$ cat src/rtl/spi_frame_sequencer.sv
// rtl/spi_frame_sequencer.sv - burst frame sequencer between TX source/RX sink and SPI FIFOs; optional watchdog via SPI_SEQ_WATCHDOG_EN
module spi_frame_sequencer #(
   parameter int CFG_FRAME_SIZE = 4,
   parameter int CNT_WIDTH      = 16
) (
   input  logic                      pclk,
   input  logic                      preset,
   input  logic                      start,
   input  logic                      abort,
   input  logic [CNT_WIDTH-1:0]      frame_cnt,
   input  logic [CFG_FRAME_SIZE-1:0] src_data,
   input  logic                      src_valid,
   output logic                      src_ready,
   input  logic                      apb_tx_write,
   input  logic [CFG_FRAME_SIZE-1:0] apb_tx_data,
   input  logic                      apb_tx_last,
   input  logic                      apb_rx_read,
   input  logic                      tx_fifo_full,
   input  logic                      rx_fifo_empty,
   input  logic [CFG_FRAME_SIZE-1:0] rx_fifo_data,
   output logic [CFG_FRAME_SIZE-1:0] tx_fifo_data,
   output logic                      tx_fifo_write,
   output logic                      tx_fifo_last,
   output logic                      rx_fifo_read,
   output logic [CFG_FRAME_SIZE-1:0] sink_data,
   output logic                      sink_valid,
   input  logic                      sink_ready,
   output logic                      busy,
   output logic                      done,
   output logic                      timeout
);

   typedef enum logic [1:0] {
      ST_IDLE = 2'd0,
      ST_RUN  = 2'd1,
      ST_DONE = 2'd2
   } state_t;

   state_t               state_q, state_d;
   logic [CNT_WIDTH-1:0] tx_rem_q, tx_rem_d;
   logic [CNT_WIDTH-1:0] rx_rem_q, rx_rem_d;
   logic                 in_run;
   logic                 wd_expired;
   logic                 seq_tx;
   logic                 seq_rx;

   // Reset is synchronous, so the old state is still visible during the reset
   // cycle; gating with preset keeps every sequencer-driven output quiet then.
   assign in_run = (state_q == ST_RUN) && !preset;

   assign seq_tx = in_run && src_valid && !tx_fifo_full && (tx_rem_q != '0)
                   && !apb_tx_write && !abort && !wd_expired;
   assign seq_rx = in_run && !rx_fifo_empty && sink_ready && (rx_rem_q != '0)
                   && !apb_rx_read && !abort && !wd_expired;

   assign busy    = (state_q != ST_IDLE) && !preset;
   assign done    = (state_q == ST_DONE) && !preset;
   assign timeout = wd_expired;

`ifdef SPI_SEQ_WATCHDOG_EN
   logic [7:0] wd_q, wd_d;

   assign wd_expired = in_run && !abort && (wd_q == 8'hFF);

   // Watchdog counts consecutive RUN cycles with no progress and no state change
   always_comb begin
      wd_d = 8'd0;
      if (in_run && (state_d == ST_RUN) && !seq_tx && !seq_rx) begin
         wd_d = wd_q + 8'd1;
      end
   end

   // Watchdog register
   always_ff @(posedge pclk) begin
      if (preset) begin
         wd_q <= 8'd0;
      end else begin
         wd_q <= wd_d;
      end
   end
`else
   assign wd_expired = 1'b0;
`endif

   // TX port mux: register-side writes always take the port over the sequencer
   always_comb begin
      tx_fifo_write = 1'b0;
      tx_fifo_data  = '0;
      tx_fifo_last  = 1'b0;
      src_ready     = 1'b0;
      if (apb_tx_write) begin
         tx_fifo_write = 1'b1;
         tx_fifo_data  = apb_tx_data;
         tx_fifo_last  = apb_tx_last;
      end else if (seq_tx) begin
         tx_fifo_write = 1'b1;
         tx_fifo_data  = src_data;
         tx_fifo_last  = (tx_rem_q == CNT_WIDTH'(1));
         src_ready     = 1'b1;
      end
   end

   // RX port mux: register-side reads pop the FIFO without presenting to the sink
   always_comb begin
      rx_fifo_read = 1'b0;
      sink_valid   = 1'b0;
      sink_data    = '0;
      if (apb_rx_read) begin
         rx_fifo_read = 1'b1;
      end else if (seq_rx) begin
         rx_fifo_read = 1'b1;
         sink_valid   = 1'b1;
         sink_data    = rx_fifo_data;
      end
   end

   // Next-state and remaining-frame counters; abort/timeout beat completion and transfers
   always_comb begin
      state_d  = state_q;
      tx_rem_d = tx_rem_q;
      rx_rem_d = rx_rem_q;
      case (state_q)
         ST_IDLE: begin
            if (start && (frame_cnt != '0)) begin
               state_d  = ST_RUN;
               tx_rem_d = frame_cnt;
               rx_rem_d = frame_cnt;
            end
         end
         ST_RUN: begin
            if (abort || wd_expired) begin
               state_d  = ST_IDLE;
               tx_rem_d = '0;
               rx_rem_d = '0;
            end else if ((tx_rem_q == '0) && (rx_rem_q == '0)) begin
               state_d = ST_DONE;
            end else begin
               if (seq_tx) begin
                  tx_rem_d = tx_rem_q - CNT_WIDTH'(1);
               end
               if (seq_rx) begin
                  rx_rem_d = rx_rem_q - CNT_WIDTH'(1);
               end
            end
         end
         ST_DONE: begin
            state_d = ST_IDLE;
         end
         default: begin
            state_d = ST_IDLE;
         end
      endcase
   end

   // State and counter registers
   always_ff @(posedge pclk) begin
      if (preset) begin
         state_q  <= ST_IDLE;
         tx_rem_q <= '0;
         rx_rem_q <= '0;
      end else begin
         state_q  <= state_d;
         tx_rem_q <= tx_rem_d;
         rx_rem_q <= rx_rem_d;
      end
   end

endmodule

$ cat config.mk
export PLATFORM = sky130hd
export DESIGN_NAME = spi_frame_sequencer
export DESIGN_NICKNAME = d
export VERILOG_FILES = /design/src/rtl/spi_frame_sequencer.sv
export SDC_FILE = /design/constraint.sdc
export NUM_CORES = 1
export LEC_CHECK = 0
export CORE_UTILIZATION = 30
export DETAILED_ROUTE_END_ITERATION = 6
export GPL_ROUTABILITY_DRIVEN = 0
export HOLD_SLACK_MARGIN = 0.12
export SYNTH_ARGS = -nofsm -noshare
export SYNTH_HDL_FRONTEND = slang
export SYNTH_SLANG_ARGS = --single-unit
$ cat constraint.sdc
create_clock -name pclk -period 2.7 [get_ports pclk]
set_input_delay 0.675 -clock pclk [delete_from_list [all_inputs] [get_ports pclk]]
set_output_delay 0.675 -clock pclk [all_outputs]
set_load 0.05 [all_outputs]
==> results.md, run 1 <==
* Cells after Synth at 326
* CP endpoint kind: output pin
* Vias in the first global route at 2664
* F_max at 0.371 GHz
* H-tree depth reported by CTS at 2
* CP max stage delay at 0.50 ns
* Io pins at 55
* Setup TNS at 0 ns
* Psw at 578 µW
* Reg2reg end: tx_rem_q[10]
* Pre-CTS setup slack at -0.376 ns
* Status: completed
* Worst IR Drop VDD at 0.189 mV
* Die Wd at 92.0 µm
* Antenna fix cells at 0
* R2R cell count at 6
* Worst path slowest cell: or4b_4
* Crit Path Category: input port to output pin
* Hold buffers post-CTS at 0
* Core box area at 7770 µm²
* CTS tree: built
* Area growth syn-to-layout at 54.7%
* Final Core Density at 48.4%
* Syn Nets at 368
* RSZ-0062 raised after global routing: yes
* Slew headroom at 60.0%
* Drt wl/cell at 15.9 µm
* Share of cells above drive strength 1 at 28.9%
* Final hold vios at 0
* Logic pwr share at 39.3%
* Asr flop ratio synth at 0%
* Worst r2r src: state_q[0]
* CTS clock-pin slew for the worst setup and hold paths at 0.06 ns
* Critical Path Fanout Max at 6
* Grt ovf at 0
* Post-Syn Area per Cell at 7.45 µm²
* Startpoint Class: input port
* CP startpoint: preset
* Final setup violation count at 0
* Mapped Area at 2430 µm²
* Pleak at 1.52 nW
* Antenna violations before repair at 0
* Pint at 1.05 mW
* DRC at 0
* Die Area at 8460 µm²
* First drt pass iteration count at 4
* Max_cap viols at 0
* Via-to-Cell Ratio at 5.51
* Critical Path RT at 2.03 ns
* Final ANT Viol Nets at 0
* Largest net degree at the start of global routing at 29
* Max Transition Viols Final at 0
* Critical path depth in cells at 6
* Final HPWL DP at 6150 µm
* DR vias at 2830
* Sw Share at 35.6%
* Post-synth EDFFs at 0
* Register area share after synthesis at 28.0%
* WL final at 8160 µm
* Root Buffer: clkbuf_8
* Tot GR Track Use at 19.6%
* Synth Warn # at 0
* Clock power frac at 24.3%
* Ys flop type: dfxtp_1
* Setup Skew at 0.00824 ns
* Final Critical Period at 2.70 ns
* Clk_lat worst skew at 0.29 ns
* #FFs+latches synth at 34
* CTS Buffer Depth at 2
* Critical Path Sink: sink_data[0]
* CP bufs+invs at 3
* Hold WC Path Type: flip-flop to flip-flop
* CP Cell Sequence: buf_8 > buf_6 > or4b_4 > nor3_4 > and2_4 > buf_12
* Initial Util at 31.3%
* Worst Tran Pin Value at 0.600 ns
* Input/output buffers at 53
* Pwr Total at 1.63 mW
* Die Ht at 92.0 µm
* Reg2reg setup slack at 0.52 ns
* P per Cell Area at 433 nW/µm²
* Clock sinks at 34
* Yosys cell types at 56
* Num CTS Buffers at 5
* Fin crit share at 99.8%
* CP Data Arrival Time at 2.02 ns
* Sequential power share at 36.4%
* Row count at 32
* Worst Slack Setup Final at 0.00441 ns
* Layout Nets at 453
* Min Hold Slack at 0.471 ns
* Crit-path leading delay family: simple AND/OR/NAND/NOR gates
* Global-route wire length before repair at 13100 µm
* Iter 0 DRT Violations at 105
[cell usage in the layout (no fill, tap or decap), types with 3 or more instances in the layout]
cell type,netlist,layout
buf_6,3,6
a21o_1,4,4
inv_1,9,9
nor2_1,22,20
ha_1,3,3
o21ai_0,24,24
or2_4,0,3
nor3_1,11,10
o311ai_1,0,3
nor4_2,1,3
a21oi_1,39,39
a32o_1,5,5
nand4_1,4,4
dlymetal6s2s_1,0,6
a31oi_1,6,6
and2_4,0,4
a22o_4,0,4
dfxtp_1,34,31
and2_1,7,3
clkdlybuf4s50_1,0,24
nand3_1,16,16
or4_4,0,5
buf_4,4,43
nor4_1,5,3
nand2_1,36,35
clkbuf_8,0,6
o41ai_1,5,5
buf_12,0,15
o31ai_1,14,14
clkdlybuf4s15_1,0,3
dfxtp_2,0,3
[worst min-delay path by stage]
stage / endpoint / startpoint / depth (start not counted) / slack, ns
2_1_floorplan: rx_rem_q[12] / rx_rem_q[12] / 2 / 0.44
3_3_place_gp: rx_rem_q[12] / rx_rem_q[12] / 2 / 0.47
3_5_place_dp: rx_rem_q[12] / rx_rem_q[12] / 2 / 0.46
4_1_cts: rx_rem_q[12] / rx_rem_q[12] / 2 / 0.47
5_1_grt: rx_rem_q[12] / rx_rem_q[12] / 2 / 0.51
6_report: rx_rem_q[12] / rx_rem_q[12] / 2 / 0.47
[timing repair]
action / CTS / global route
buffers inserted: 0 / 3
resized for setup: 37 / 28
pin swaps: 13 / 12
setup endpoints to repair: 30 / 34
[power by group through the flow]
stage | clock (mW) | sequential (mW) | combinational [mW]
CTS | 0.405 | 0.587 | 0.618
global placement | 0 | 0.595 | 0.601
detailed placement | 0 | 0.597 | 0.605
floorplan | 0 | 0.589 | 0.360
global route | 0.436 | 0.598 | 0.694
finish | 0.396 | 0.591 | 0.639
[routing by layer]
layer,track usage [%],wire length [µm]
met4,6.38,112
met3,2.74,349
met5,0,0
met2,33.5,4110
met1,25.2,3580
[sequential cells by signal, summed over array words and instances, names as in the netlist]
name / cells
tx_rem_q: 16
state_q: 2
rx_rem_q: 16
[synthesized netlist by cell type, types with 3 or more instances]
cell       n  share of area [%]
buf_4      4                1.2
o31ai_1   14                4.3
nand3_1   16                3.3
o41ai_1    5                1.8
o21ai_0   24                4.9
inv_1      9                1.4
o311ai_0   3                1.1
and2_1     7                1.8
a31oi_1    6                1.5
nor4_1     5                1.3
or4_1      6                1.9
clkbuf_1  13                2.0
buf_6      3                1.4
dfxtp_1   34                 28
nor2_1    22                3.4
nand4_1    4                1.0
a21oi_1   39                8.0
a21o_1     4                1.2
nor4b_1    3                1.1
nor3_1    11                2.3
ha_1       3                1.5
a22o_1     4                1.4
a32o_1     5                2.1
nand2_1   36                5.6
[area by class of cell]
class	instances	area, µm²
Clock buffer	7	86.3
Clock inverter	1	5.00
Fill cell	771	4010
Inverter	9	33.8
Multi-Input combinational cell	259	1750
Sequential cell	34	684
Tap cell	102	128
Timing Repair Buffer	102	1070
[cells by family after synthesis]
group | after synthesis | share of synthesized area, %
AND/OR/NAND/NOR | 131 | 28.4
AO/OA/AOI/OAI | 123 | 34.8
flip-flops | 34 | 28.0
buffers and inverters | 33 | 6.75
adder cells (fa/ha/maj) | 3 | 1.54
XOR/XNOR | 1 | 0.361
other | 1 | 0.154
[tightest hold or removal path, cell delays in order, from the launching register on]
cell,delay [ns]
dfxtp_1,0.31
o31ai_1,0.06
a21oi_1,0.05
[stage by stage]
stage / instance area, µm² / instances
finish: 3760 / 514
CTS: 3670 / 511
global placement: 3520 / 503
global route: 3760 / 514
floorplan: 2500 / 326
detailed placement: 3520 / 503
Power figures use the tool's default switching activity.
==> run 2, diff against run 1 <==
Settings changed: ABC_CLOCK_PERIOD_IN_PS from default to 2700, RECOVER_POWER from default to 25.
==> run 2 against run 1 <==
Worst hold slack did not move. Combinational power barely moved. Total power barely moved. Via count did not move. Critical path type unchanged. Largest cell class unchanged. Register-to-register slack barely moved. Highest routed layer unchanged. Largest power group unchanged. Sequential cell count did not move. Count of clock-buffer cells in the layout did not move.
==> results.md, run 2 (synthesis results as in run 1) <==
* Vias in the first global route at 2664
* Final setup violation count at 0
* Die Ht at 92.0 µm
* Fillers at 770
* CTS clock-pin slew for the worst setup and hold paths at 0.06 ns
* Row count at 32
* Area of the multi-input gates at 1750 µm²
* Final HPWL DP at 6150 µm
* F_max at 0.371 GHz
* Hold buffers post-CTS at 0
* Fin crit share at 99.8%
* P per Cell Area at 433 nW/µm²
* Design area at 3760 µm²
* Iter 0 DRT Violations at 105
* Layout Nets at 453
* Worst Slack Setup Final at 0.00441 ns
* CP endpoint kind: output pin
* FF+latch area at 684 µm²
* Grt ovf at 0
* Pwr Total at 1.63 mW
* First drt pass iteration count at 4
* Die Wd at 92.0 µm
* Antenna fix cells at 0
* Final hold vios at 0
* CTS Buffer Depth at 2
* Root Buffer: clkbuf_8
* Share of cells above drive strength 1 at 28.6%
* Most common cell after layout, fill and taps aside: buf_4
* Worst IR Drop VDD at 0.189 mV
* Setup TNS at 0 ns
* Input/output buffers at 53
* Pre-CTS setup slack at -0.376 ns
* Tot GR Track Use at 19.6%
* Hold WC Path Type: flip-flop to flip-flop
* CP Data Arrival Time at 2.02 ns
* WL final at 8160 µm
* Crit Path Category: input port to output pin
* Area growth syn-to-layout at 54.6%
* Clock sinks at 34
* H-tree depth reported by CTS at 2
* Antenna violations before repair at 0
* Io pins at 55
* Pleak at 1.52 nW
* DR vias at 2830
* Final Critical Period at 2.70 ns
* Max Transition Viols Final at 0
* Via-to-Cell Ratio at 5.51
* Setup Skew at 0.00824 ns
* CTS tree: built
* Num CTS Buffers at 5
* Core box area at 7770 µm²
* RSZ-0062 raised after global routing: yes
* Top Registers: rx_rem_q x16, tx_rem_q x16, state_q x2
* Initial Util at 31.3%
* Largest net degree at the start of global routing at 29
* Drt wl/cell at 15.9 µm
* Critical Path RT at 2.03 ns
* Commonest non-fill, non-tap cells in the layout: 43 x buf_4, 39 x a21oi_1, 35 x nand2_1, 31 x dfxtp_1
* Placed cell area at 3520 µm²
* Slew headroom at 60.0%
* Final ANT Viol Nets at 0
* Min Hold Slack at 0.471 ns
* Critical Path Fanout Max at 6
* DRC at 0
* Clk_lat worst skew at 0.29 ns
* Worst Tran Pin Value at 0.600 ns
* Die Area at 8460 µm²
* Startpoint Class: input port
* Status: completed
* Max_cap viols at 0
* Global-route wire length before repair at 13100 µm
[run 2: cell count changes in the layout (fill, tap and decap cells not counted)]
cell    before  now
and4_1       0    1
and4_2       1    0
[run 2: area by class of cell]
type	count	area share (%)
clock buffers	7	2.30
clock inverters	1	0.133
inverters	9	0.899
multi-input cells	259	46.6
flip-flops and latches	34	18.2
well taps	102	3.40
repair buffers	102	28.5
[run 2: final timing paths]
path | startpoint | endpoint | slack, ns | depth (start not counted)
hold reg to reg | rx_rem_q[12] | rx_rem_q[12] | 0.47 | 2
setup / recovery | preset | sink_data[0] | 0.004 | 6
hold / removal | rx_rem_q[12] | rx_rem_q[12] | 0.47 | 2
setup reg to reg | state_q[0] | tx_rem_q[10] | 0.52 | 6
[run 2: worst max-delay path, stage by stage]
cell and delay (ns):
buf_8 0.10, buf_6 0.10, or4b_4 0.50, nor3_4 0.30, and2_4 0.21, buf_12 0.13
[run 2: stage by stage]
stage / utilization (%) / cells
2_1_floorplan: - / 326
3_3_place_gp: 45.3 / 503
3_5_place_dp: 45.3 / 503
4_1_cts: 47.3 / 511
5_1_grt: 48.4 / 514
6_report: 48.4 / 514
[run 2: where the power goes]
part           total, mW  leakage (nW)  switching [mW]  internal (mW)
registers          0.591         0.281          0.0458          0.546
logic              0.639          1.19           0.343          0.296
clock network      0.396        0.0482           0.190          0.206
[run 2: timing repair]
action,CTS,global route
setup buffers,0,3
gates resized for setup,37,28
setup endpoints to repair,30,34
pin swaps,13,12
[run 2: metal layers]
layer	part of all wire, %	track usage [%]	routed length [µm]
met5	0	0	0
met4	1.4	6.38	112
met3	4.3	2.74	349
met2	50	33.5	4110
met1	44	25.2	3590
